File: config.mk
export PLATFORM = sky130hd
export DESIGN_NAME = mem_arbiter_flat
export DESIGN_NICKNAME = d
export VERILOG_FILES = /design/src/rtl/mem_arbiter_if.sv /design/src/rtl/mem_arbiter.sv /design/src/flat_wrapper.sv
export SDC_FILE = /design/constraint.sdc
export NUM_CORES = 1
export LEC_CHECK = 0
export ABC_AREA = 1
export BUFFER_PORTS_ARGS = -buffer_cell sky130_fd_sc_hd__buf_2
export CAP_MARGIN = 20
export CORE_AREA = 5 5 115 117
export DETAILED_ROUTE_END_ITERATION = 12
export DIE_AREA = 0 0 120 122
export PLACE_DENSITY_LB_ADDON = 0.2
export SKIP_LAST_GASP = 1
export SYNTH_ARGS = -nofsm -noshare
export SYNTH_HDL_FRONTEND = slang
export SYNTH_SLANG_ARGS = --single-unit
File: constraint.sdc
create_clock -name i_clk -period 1.7 [get_ports i_clk]
set_clock_uncertainty 0.15 [all_clocks]
set_input_delay 0.34 -clock i_clk [delete_from_list [all_inputs] [get_ports i_clk]]
set_output_delay 0.34 -clock i_clk [all_outputs]
set_load 0.03 [all_outputs]
File: src/rtl/mem_arbiter_if.sv
// Bundle of client-side and memory-side signals for the two-client memory arbiter.
// The arbiter uses the slave modport; whoever drives the clients and memory uses master.
interface mem_arbiter_if;
  // client 0 (instruction cache)
  logic [31:0] i_c0_addr;
  logic        i_c0_ren;
  logic        i_c0_wen;
  logic [31:0] i_c0_wdata;
  logic        i_c0_lock;
  logic        o_c0_ready;
  logic        o_c0_valid;
  logic [31:0] o_c0_rdata;
  // client 1 (data cache)
  logic [31:0] i_c1_addr;
  logic        i_c1_ren;
  logic        i_c1_wen;
  logic [31:0] i_c1_wdata;
  logic        i_c1_lock;
  logic        o_c1_ready;
  logic        o_c1_valid;
  logic [31:0] o_c1_rdata;
  // memory side
  logic        i_mem_ready;
  logic [31:0] o_mem_addr;
  logic        o_mem_ren;
  logic        o_mem_wen;
  logic [3:0]  o_mem_mask;
  logic [31:0] o_mem_wdata;
  logic        i_mem_valid;
  logic [31:0] i_mem_rdata;

  modport slave (
    input  i_c0_addr, i_c0_ren, i_c0_wen, i_c0_wdata, i_c0_lock,
    input  i_c1_addr, i_c1_ren, i_c1_wen, i_c1_wdata, i_c1_lock,
    input  i_mem_ready, i_mem_valid, i_mem_rdata,
    output o_c0_ready, o_c0_valid, o_c0_rdata,
    output o_c1_ready, o_c1_valid, o_c1_rdata,
    output o_mem_addr, o_mem_ren, o_mem_wen, o_mem_mask, o_mem_wdata
  );

  modport master (
    output i_c0_addr, i_c0_ren, i_c0_wen, i_c0_wdata, i_c0_lock,
    output i_c1_addr, i_c1_ren, i_c1_wen, i_c1_wdata, i_c1_lock,
    output i_mem_ready, i_mem_valid, i_mem_rdata,
    input  o_c0_ready, o_c0_valid, o_c0_rdata,
    input  o_c1_ready, o_c1_valid, o_c1_rdata,
    input  o_mem_addr, o_mem_ren, o_mem_wen, o_mem_mask, o_mem_wdata
  );
endinterface

File: src/rtl/mem_arbiter.sv
// Two-client round-robin memory arbiter (client 0 = I-cache, client 1 = D-cache).
// A client owns the memory port from grant until it is idle, unlocked and has
// no reads in flight; up to 7 reads may be outstanding.
module mem_arbiter (
  input  logic         i_clk,
  input  logic         i_rst,
  mem_arbiter_if.slave bus
);
  typedef enum logic {IDLE = 1'b0, OWN = 1'b1} state_t;

  state_t      state_reg;
  logic        owner_reg;
  logic        last_grant_reg;
  logic [2:0]  cnt_reg;
  logic [2:0]  cnt_next;

  logic [31:0] c_addr  [2];
  logic [31:0] c_wdata [2];
  logic [1:0]  c_ren;
  logic [1:0]  c_wen;
  logic [1:0]  c_lock;
  logic [1:0]  c_req;
  logic [1:0]  c_ready;
  logic [1:0]  c_valid;

  logic        owning;
  logic        cnt_full;
  logic        cnt_nz;
  logic        sel_ren;
  logic        sel_wen;
  logic        sel_lock;
  logic        mem_ren;
  logic        mem_wen;
  logic        rd_issue;
  logic        rsp_take;
  logic        winner;

  assign c_addr[0]  = bus.i_c0_addr;
  assign c_addr[1]  = bus.i_c1_addr;
  assign c_wdata[0] = bus.i_c0_wdata;
  assign c_wdata[1] = bus.i_c1_wdata;
  assign c_ren      = {bus.i_c1_ren,  bus.i_c0_ren};
  assign c_wen      = {bus.i_c1_wen,  bus.i_c0_wen};
  assign c_lock     = {bus.i_c1_lock, bus.i_c0_lock};

  // Outputs are suppressed while reset is held, even before the first edge lands.
  assign owning   = (state_reg == OWN) && !i_rst;
  assign cnt_full = (cnt_reg == 3'd7);
  assign cnt_nz   = (cnt_reg != 3'd0);

  assign sel_ren  = c_ren[owner_reg];
  assign sel_wen  = c_wen[owner_reg];
  assign sel_lock = c_lock[owner_reg];

  // A write wins over a simultaneous read; nothing is presented once the counter is full.
  assign mem_wen  = owning && sel_wen && !cnt_full;
  assign mem_ren  = owning && sel_ren && !sel_wen && !cnt_full;
  assign rd_issue = mem_ren && bus.i_mem_ready;
  assign rsp_take = bus.i_mem_valid && cnt_nz;

  // Round-robin only matters on a tie; otherwise the lone requester wins.
  assign winner = (c_req == 2'b11) ? ~last_grant_reg : c_req[1];

  genvar gi;
  generate
    for (gi = 0; gi < 2; gi++) begin : g_client
      assign c_req[gi]   = c_ren[gi] | c_wen[gi] | c_lock[gi];
      assign c_ready[gi] = owning && (owner_reg == 1'(gi)) && bus.i_mem_ready && !cnt_full;
      assign c_valid[gi] = owning && (owner_reg == 1'(gi)) && bus.i_mem_valid && cnt_nz;
    end
  endgenerate

  // Outstanding-read count: issue and response in one cycle cancel; never wraps.
  always_comb begin
    cnt_next = cnt_reg;
    if (rd_issue && !rsp_take) begin
      cnt_next = cnt_reg + 3'd1;
    end else if (!rd_issue && rsp_take) begin
      cnt_next = cnt_reg - 3'd1;
    end
  end

  // Ownership FSM: grant from IDLE, release when the owner is quiet and drained.
  always_ff @(posedge i_clk) begin
    if (i_rst) begin
      state_reg      <= IDLE;
      owner_reg      <= 1'b0;
      last_grant_reg <= 1'b1;
      cnt_reg        <= 3'd0;
    end else begin
      cnt_reg <= cnt_next;
      case (state_reg)
        IDLE: begin
          if (|c_req) begin
            state_reg      <= OWN;
            owner_reg      <= winner;
            last_grant_reg <= winner;
          end
        end
        OWN: begin
          if (!sel_ren && !sel_wen && !sel_lock && (cnt_next == 3'd0)) begin
            state_reg <= IDLE;
          end
        end
        default: state_reg <= IDLE;
      endcase
    end
  end

  assign bus.o_mem_addr  = owning ? c_addr[owner_reg]  : 32'd0;
  assign bus.o_mem_wdata = owning ? c_wdata[owner_reg] : 32'd0;
  assign bus.o_mem_ren   = mem_ren;
  assign bus.o_mem_wen   = mem_wen;
  assign bus.o_mem_mask  = 4'b1111;

  assign bus.o_c0_ready  = c_ready[0];
  assign bus.o_c1_ready  = c_ready[1];
  assign bus.o_c0_valid  = c_valid[0];
  assign bus.o_c1_valid  = c_valid[1];
  assign bus.o_c0_rdata  = bus.i_mem_rdata;
  assign bus.o_c1_rdata  = bus.i_mem_rdata;
endmodule

File: src/flat_wrapper.sv
// flat-port wrapper written by rule: the top's interface ports become plain ports
module mem_arbiter_flat 
  (i_clk, i_rst, bus_i_c0_addr, bus_i_c0_ren, bus_i_c0_wen, bus_i_c0_wdata, bus_i_c0_lock, bus_i_c1_addr, bus_i_c1_ren, bus_i_c1_wen, bus_i_c1_wdata, bus_i_c1_lock, bus_i_mem_ready, bus_i_mem_valid, bus_i_mem_rdata, bus_o_c0_ready, bus_o_c0_valid, bus_o_c0_rdata, bus_o_c1_ready, bus_o_c1_valid, bus_o_c1_rdata, bus_o_mem_addr, bus_o_mem_ren, bus_o_mem_wen, bus_o_mem_mask, bus_o_mem_wdata);
  mem_arbiter_if bus_i ();
  input  logic i_clk;
  input  logic i_rst;
  input wire logic [$bits(bus_i.i_c0_addr)-1:0] bus_i_c0_addr;
  input wire logic [$bits(bus_i.i_c0_ren)-1:0] bus_i_c0_ren;
  input wire logic [$bits(bus_i.i_c0_wen)-1:0] bus_i_c0_wen;
  input wire logic [$bits(bus_i.i_c0_wdata)-1:0] bus_i_c0_wdata;
  input wire logic [$bits(bus_i.i_c0_lock)-1:0] bus_i_c0_lock;
  input wire logic [$bits(bus_i.i_c1_addr)-1:0] bus_i_c1_addr;
  input wire logic [$bits(bus_i.i_c1_ren)-1:0] bus_i_c1_ren;
  input wire logic [$bits(bus_i.i_c1_wen)-1:0] bus_i_c1_wen;
  input wire logic [$bits(bus_i.i_c1_wdata)-1:0] bus_i_c1_wdata;
  input wire logic [$bits(bus_i.i_c1_lock)-1:0] bus_i_c1_lock;
  input wire logic [$bits(bus_i.i_mem_ready)-1:0] bus_i_mem_ready;
  input wire logic [$bits(bus_i.i_mem_valid)-1:0] bus_i_mem_valid;
  input wire logic [$bits(bus_i.i_mem_rdata)-1:0] bus_i_mem_rdata;
  output wire logic [$bits(bus_i.o_c0_ready)-1:0] bus_o_c0_ready;
  output wire logic [$bits(bus_i.o_c0_valid)-1:0] bus_o_c0_valid;
  output wire logic [$bits(bus_i.o_c0_rdata)-1:0] bus_o_c0_rdata;
  output wire logic [$bits(bus_i.o_c1_ready)-1:0] bus_o_c1_ready;
  output wire logic [$bits(bus_i.o_c1_valid)-1:0] bus_o_c1_valid;
  output wire logic [$bits(bus_i.o_c1_rdata)-1:0] bus_o_c1_rdata;
  output wire logic [$bits(bus_i.o_mem_addr)-1:0] bus_o_mem_addr;
  output wire logic [$bits(bus_i.o_mem_ren)-1:0] bus_o_mem_ren;
  output wire logic [$bits(bus_i.o_mem_wen)-1:0] bus_o_mem_wen;
  output wire logic [$bits(bus_i.o_mem_mask)-1:0] bus_o_mem_mask;
  output wire logic [$bits(bus_i.o_mem_wdata)-1:0] bus_o_mem_wdata;
  assign bus_i.i_c0_addr = bus_i_c0_addr;
  assign bus_i.i_c0_ren = bus_i_c0_ren;
  assign bus_i.i_c0_wen = bus_i_c0_wen;
  assign bus_i.i_c0_wdata = bus_i_c0_wdata;
  assign bus_i.i_c0_lock = bus_i_c0_lock;
  assign bus_i.i_c1_addr = bus_i_c1_addr;
  assign bus_i.i_c1_ren = bus_i_c1_ren;
  assign bus_i.i_c1_wen = bus_i_c1_wen;
  assign bus_i.i_c1_wdata = bus_i_c1_wdata;
  assign bus_i.i_c1_lock = bus_i_c1_lock;
  assign bus_i.i_mem_ready = bus_i_mem_ready;
  assign bus_i.i_mem_valid = bus_i_mem_valid;
  assign bus_i.i_mem_rdata = bus_i_mem_rdata;
  assign bus_o_c0_ready = bus_i.o_c0_ready;
  assign bus_o_c0_valid = bus_i.o_c0_valid;
  assign bus_o_c0_rdata = bus_i.o_c0_rdata;
  assign bus_o_c1_ready = bus_i.o_c1_ready;
  assign bus_o_c1_valid = bus_i.o_c1_valid;
  assign bus_o_c1_rdata = bus_i.o_c1_rdata;
  assign bus_o_mem_addr = bus_i.o_mem_addr;
  assign bus_o_mem_ren = bus_i.o_mem_ren;
  assign bus_o_mem_wen = bus_i.o_mem_wen;
  assign bus_o_mem_mask = bus_i.o_mem_mask;
  assign bus_o_mem_wdata = bus_i.o_mem_wdata;
  mem_arbiter u_core (.i_clk(i_clk), .i_rst(i_rst), .bus(bus_i));
endmodule
# Word-level counts from Yosys, hierarchy flattened
# Cells that the tools add are included.
# op_classes
addsub	2
magnitude_cmp	2
eq_ne	2
n_mux	20
bitwise_logic	8
n_reduce_logical	34
# ops
op	n
32-bit 2-to-1 mux	8
1-bit logical AND	23
1-bit 2-to-1 mux	9
1-bit logical NOT	7
3-bit 2-to-1 mux	2
1-bit bitwise OR	4
3-bit by 1-bit adder with 3-bit output (second input constant)	1
3-bit == test (second input constant)	1
3-bit logical NOT	1
1-bit NOT	3
3-bit nonzero test	1
3-bit by 1-bit subtractor with 3-bit output (second input constant)	1
2-bit == test (second input constant)	1
2-bit greater-or-equal comparator (second input constant)	1
1-bit by 2-bit less-than comparator with 1-bit output (second input constant)	1
1-bit NOT with 2-bit output	1
1-bit one-hot mux with 2 select lines	1
2-bit AND reduction	1
2-bit OR reduction	1
# word_totals
reg_bits	6
in_bits	170

# Logic depth before layout (Yosys ltp)
# logic_depth
ltp_word	14
mapped_depth	14
ltp_nobuf	14

# Worst setup path after synthesis
# OpenSTA, ideal clock, no wires.
# synth_path
path_type	register -> output
startpoint	register u_core.owner_reg
endpoint	output bus_o_mem_addr[10]
arrival_time_ns	1.476
t_required_ns	1.210
slack_ns	-0.266
path_stages_with_launch	7
cell_sequence	dfxtp_1 buf_6 inv_4 buf_2 clkbuf_1 nand2_1 a21oi_1
# synth_via
elab_chain_cells	5
# synth_lines
element	line	text
from (decl)	mem_arbiter.sv:12	logic owner_reg;
from (signal assigned)	mem_arbiter.sv:96	owner_reg <= winner;
1-bit NOT with 2-bit output (not written as such)	mem_arbiter.sv:110	assign bus.o_mem_addr = owning ? c_addr[owner_reg] : 32'd0;
32-bit 2-to-1 mux (not written as such) (3 in a row)	mem_arbiter.sv:110	
32-bit 2-to-1 mux	mem_arbiter.sv:110	
to (decl)	flat_wrapper.sv:26	output wire logic [$bits(bus_i.o_mem_addr)-1:0] bus_o_mem_addr;
# No other way between the ends. The select of a mux whose other input is x is not followed.

# Worst setup path after layout
# layout_path
startpoint	register u_core.state_reg
endpoint	output bus_o_mem_wdata[6]
# layout_via
elab_chain_cells	2
# layout_lines
element	line	text
from (decl)	mem_arbiter.sv:11	state_t state_reg;
from (signal assigned)	mem_arbiter.sv:86	state_reg <= IDLE;
from (signal assigned)	mem_arbiter.sv:95	state_reg <= OWN;
from (signal assigned)	mem_arbiter.sv:102	state_reg <= IDLE;
1-bit logical AND	mem_arbiter.sv:47	assign owning = (state_reg == OWN) && !i_rst;
32-bit 2-to-1 mux	mem_arbiter.sv:111	assign bus.o_mem_wdata = owning ? c_wdata[owner_reg] : 32'd0;
to (decl)	flat_wrapper.sv:30	output wire logic [$bits(bus_i.o_mem_wdata)-1:0] bus_o_mem_wdata;
# No other way between the ends.

==> run_results.csv <==
group,metric,value,unit
power,share_comb_of_total_power,0.827,
worst_setup_path,cpPeakStageDelay,0.32,ns
global_route,grtUsageTotal,0.123,
placed_design,placement.io_buffers,207,
timing,rsz0062_at_grt,"true",
worst_setup_path,timing.setup.critical_path_class,"flop to primary output",
cells_and_area,largest_reg_flops,3,
timing,highest_clock_frequency_the_design_can_meet,527,MHz
global_route,pin_count_of_the_biggest_net_entering_global_routing,33,
run_status,run_status,"finished with violations",
logic_synthesis,synth.yosys.seq_area_share,0.0625,
clocking,clk_pin_slew_worst_paths,0.03,ns
worst_setup_path,crit_path_start_kind,"flop",
placed_design,place_congestion,0.761,
floorplanning,starting_density_of_the_core,0.157,
power,irDropWorstVdd,0.000506,V
worst_setup_path,timing.critical_path.depth,7,
worst_setup_path,r2r_end,"u_core.state_reg",
power,pwr-share-seq,0.070,
clocking,clock_tree.root_cell,"sky130_fd_sc_hd__clkbuf_16",
power,cell_internal_pwr,0.00193,W
logic_synthesis,synth_top_flop_cell,"sky130_fd_sc_hd__dfxtp_1",
clocking,clock_tree.htree_level_count,1,
detailed_routing,routed_wl,10200,µm
clocking,cts.path.max_buffers,2,
timing,timing.final.setup_violations,74,
floorplanning,io_pins,308,
floorplanning,die_width,120,µm
cells_and_area,design.final.nets,709,
cells_and_area,final_core_utilization,0.378,
cells_and_area,n_antenna_cell,0,
global_route,grt_pass1_vias,3008,
detailed_routing,final_antenna_net_count,0,
worst_setup_path,cells_along_the_critical_path,"inv_2 > nor2_4 > inv_8 > buf_12 > buf_16 > a21oi_2 > buf_6",
detailed_routing,drcViolationCount,0,
worst_setup_path,r2r.worst_path.cells,13,
detailed_routing,detail_route.vias_per_cell,4.25,
power,power_density,806,nW/µm²
logic_synthesis,async_reset_ff_frac,0,
worst_setup_path,crit_path_top_delay_cell,"sky130_fd_sc_hd__dfxtp_2",
clocking,hold_fix_buffer_count_after_cts,0,
flow_run,cap_violations,0,
worst_setup_path,cp.arrival,1.41,ns
worst_setup_path,critical_path_required,1.21,ns
floorplanning,dieHeight,122,µm
detailed_routing,routedWlPerCell,15.0,µm
floorplanning,std_cell_rows,41,
logic_synthesis,syn_area,1920,µm²
floorplanning,core_area,12300,µm²
timing,final.min_clock_period,1.90,ns
worst_setup_path,crit_end,"bus_o_mem_wdata[6]",
worst_setup_path,critical_path.startpoint,"u_core.state_reg",
detailed_routing,via_count,2906,
timing,report.final.hold_viol_count,0,
cells_and_area,final_area,4640,µm²
min_path,holdCritPathClass,"primary input to flop",
logic_synthesis,synthCells,364,
worst_setup_path,end_kind,"primary output",
logic_synthesis,postSynthAreaPerCell,5.28,µm²
detailed_routing,first_iter_violations,61,
worst_setup_path,critical_path.n_buffers_inverters,5,
cells_and_area,area_grow_syn2layout,141,%
run_status,failing_checks,"negative setup slack",
power,clockPowerShare,0.102,
placed_design,dp_hpwl,7040,µm
logic_synthesis,synth_enable_flop_cells,0,
placed_design,dp.cells,655,
clocking,cts_tree,"done",
power,power_switching,0.00181,W
worst_setup_path,regToRegSetupSlack,-0.17,ns
clocking,clock_sink_count,6,
cells_and_area,drive_gt1_frac,0.689,
global_route,grt_antenna_before_repair,0,
power,cellLeakagePower,2.13,nW
floorplanning,floorplan.die_area,14600,µm²
timing,timing.hold.ws,0.223,ns
detailed_routing,detailedRoute.firstPassIterationCount,4,
logic_synthesis,yosys_warning_total,0,
clocking,cts_inserted_buffers,3,
worst_setup_path,cp_max_fo,9,
clocking,clkLatencyLatePin,0.23,ns
global_route,grt_pass1_wl,14700,µm
placed_design,post_dp_cell_area,3320,µm²
global_route,grt-ovfl-total,0,
cells_and_area,finish.cell_count_without_fillers,683,
timing,postLayoutSetupSlackWorst,-0.199,ns
logic_synthesis,yosys.cell_types.count,27,
timing,period_share,1.12,
worst_setup_path,crit_family,"buffers and inverters",
timing,maxSlewViolCount,0,
logic_synthesis,synth-seq-cells,6,
power,power.share.switching,0.484,
worst_setup_path,rr_startpoint,"u_core.cnt_reg[0]",
-- cell type report --
type | instances | area, µm²
Fill cell | 1254 | 7620
Timing Repair Buffer | 252 | 2150
Multi-Input combinational cell | 256 | 2020
Tap cell | 150 | 188
Sequential cell | 6 | 130
Clock buffer | 3 | 75.1
Inverter | 16 | 75.1
-- cell usage after synthesis (all sizes together), types with 2 or more instances --
master / instances / area share
nor2: 15 / 0.033
o21ai: 2 / 0.0072
inv: 16 / 0.033
clkbuf: 16 / 0.031
buf: 73 / 0.28
nor3: 4 / 0.010
nand4: 3 / 0.013
ha: 4 / 0.026
dfxtp: 6 / 0.062
nand2: 150 / 0.30
a21oi: 66 / 0.17
nand3: 4 / 0.016
-- per-stage QoR --
stage / setup slack [ns] / TNS, ns / power, W
6_report: -0.199 / -12.05 / 0.00374
5_1_grt: -0.298 / -15.26 / 0.00398
4_1_cts: -0.206 / -12.20 / 0.00348
3_5_place_dp: -0.226 / -9.46 / 0.00238
3_3_place_gp: -0.231 / -9.26 / 0.00237
2_1_floorplan: -0.203 / -2.82 / 0.00198
-- how the worst min path moves through the flow --
stage                                from                    end  cells after the start
floorplan                           i_rst      u_core.cnt_reg[0]                      1
global placement    u_core.last_grant_reg  u_core.last_grant_reg                      2
detailed placement  u_core.last_grant_reg  u_core.last_grant_reg                      2
CTS                                 i_rst       u_core.owner_reg                      2
global route                        i_rst       u_core.owner_reg                      2
finish                              i_rst       u_core.owner_reg                      2
-- cell usage in the layout, fill, tap and decap left out --
| cell | Yosys | final |
|---|---|---|
| sky130_fd_sc_hd__buf_2 | 2 | 137 |
| sky130_fd_sc_hd__buf_4 | 68 | 22 |
| sky130_fd_sc_hd__nand3_2 | 2 | 3 |
| sky130_fd_sc_hd__nor2_1 | 14 | 11 |
| sky130_fd_sc_hd__nand4_4 | 0 | 1 |
| sky130_fd_sc_hd__conb_1 | 1 | 4 |
| sky130_fd_sc_hd__nand4_1 | 2 | 2 |
| sky130_fd_sc_hd__nor3_1 | 4 | 2 |
| sky130_fd_sc_hd__buf_6 | 1 | 74 |
| sky130_fd_sc_hd__dfxtp_1 | 6 | 2 |
| sky130_fd_sc_hd__inv_1 | 13 | 11 |
| sky130_fd_sc_hd__o21ai_0 | 1 | 1 |
| sky130_fd_sc_hd__ha_1 | 4 | 2 |
| sky130_fd_sc_hd__nor3_2 | 0 | 1 |
| sky130_fd_sc_hd__nor2_2 | 0 | 1 |
| sky130_fd_sc_hd__a21oi_4 | 0 | 63 |
| sky130_fd_sc_hd__nand3_1 | 2 | 1 |
| sky130_fd_sc_hd__and2_4 | 0 | 1 |
| sky130_fd_sc_hd__a21oi_2 | 0 | 2 |
| sky130_fd_sc_hd__o211ai_1 | 1 | 1 |
| sky130_fd_sc_hd__buf_8 | 0 | 1 |
| sky130_fd_sc_hd__dfxtp_4 | 0 | 2 |
| sky130_fd_sc_hd__nor3_4 | 0 | 1 |
| sky130_fd_sc_hd__nor2_4 | 1 | 3 |
| sky130_fd_sc_hd__nand3b_1 | 1 | 1 |
| sky130_fd_sc_hd__ha_4 | 0 | 2 |
| sky130_fd_sc_hd__buf_12 | 0 | 6 |
| sky130_fd_sc_hd__inv_2 | 2 | 3 |
| sky130_fd_sc_hd__o21a_1 | 1 | 1 |
| sky130_fd_sc_hd__o21ai_2 | 1 | 1 |
| sky130_fd_sc_hd__nand2_1 | 145 | 126 |
| sky130_fd_sc_hd__clkbuf_16 | 0 | 4 |
| sky130_fd_sc_hd__nand2_4 | 0 | 6 |
| sky130_fd_sc_hd__buf_16 | 0 | 11 |
| sky130_fd_sc_hd__nand2_2 | 5 | 18 |
| sky130_fd_sc_hd__a21oi_1 | 66 | 1 |
| sky130_fd_sc_hd__inv_8 | 0 | 2 |
| sky130_fd_sc_hd__dfxtp_2 | 0 | 2 |
-- kinds of logic after synthesis --
family	Yosys count	synth area share
AO/OA/AOI/OAI	70	0.187
adder cells (fa/ha/maj)	4	0.0260
buffers and inverters	105	0.344
flip-flops	6	0.0625
other	1	0.00195
AND/OR/NAND/NOR	178	0.379
-- power groups by stage --
stage / Clock [W] / Sequential (W) / Combinational, W
global placement: 0 / 0.000237 / 0.00214
finish: 0.000383 / 0.000262 / 0.00309
CTS: 0.000387 / 0.000261 / 0.00284
global route: 0.000398 / 0.000269 / 0.00331
detailed placement: 0 / 0.000239 / 0.00214
floorplan: 0 / 0.000226 / 0.00175
-- what timing repair did --
action / CTS / global route
cloned: 9 / 2
pin swaps: 7 / 15
endpoints found under the setup margin: 74 / 74
resized for setup: 184 / 63
setup buffers: 7 / 9
-- routing by layer --
metal | share of wire | GRT usage | vias to the layer above
li1 | - | - | 1415
met1 | 0.39 | 0.140 | 1335
met2 | 0.53 | 0.239 | 148
met3 | 0.076 | 0.0274 | 8
met4 | 0.0047 | 0.0165 | 0
met5 | 0 | 0 | -
(Power assumes the default switching activity.)
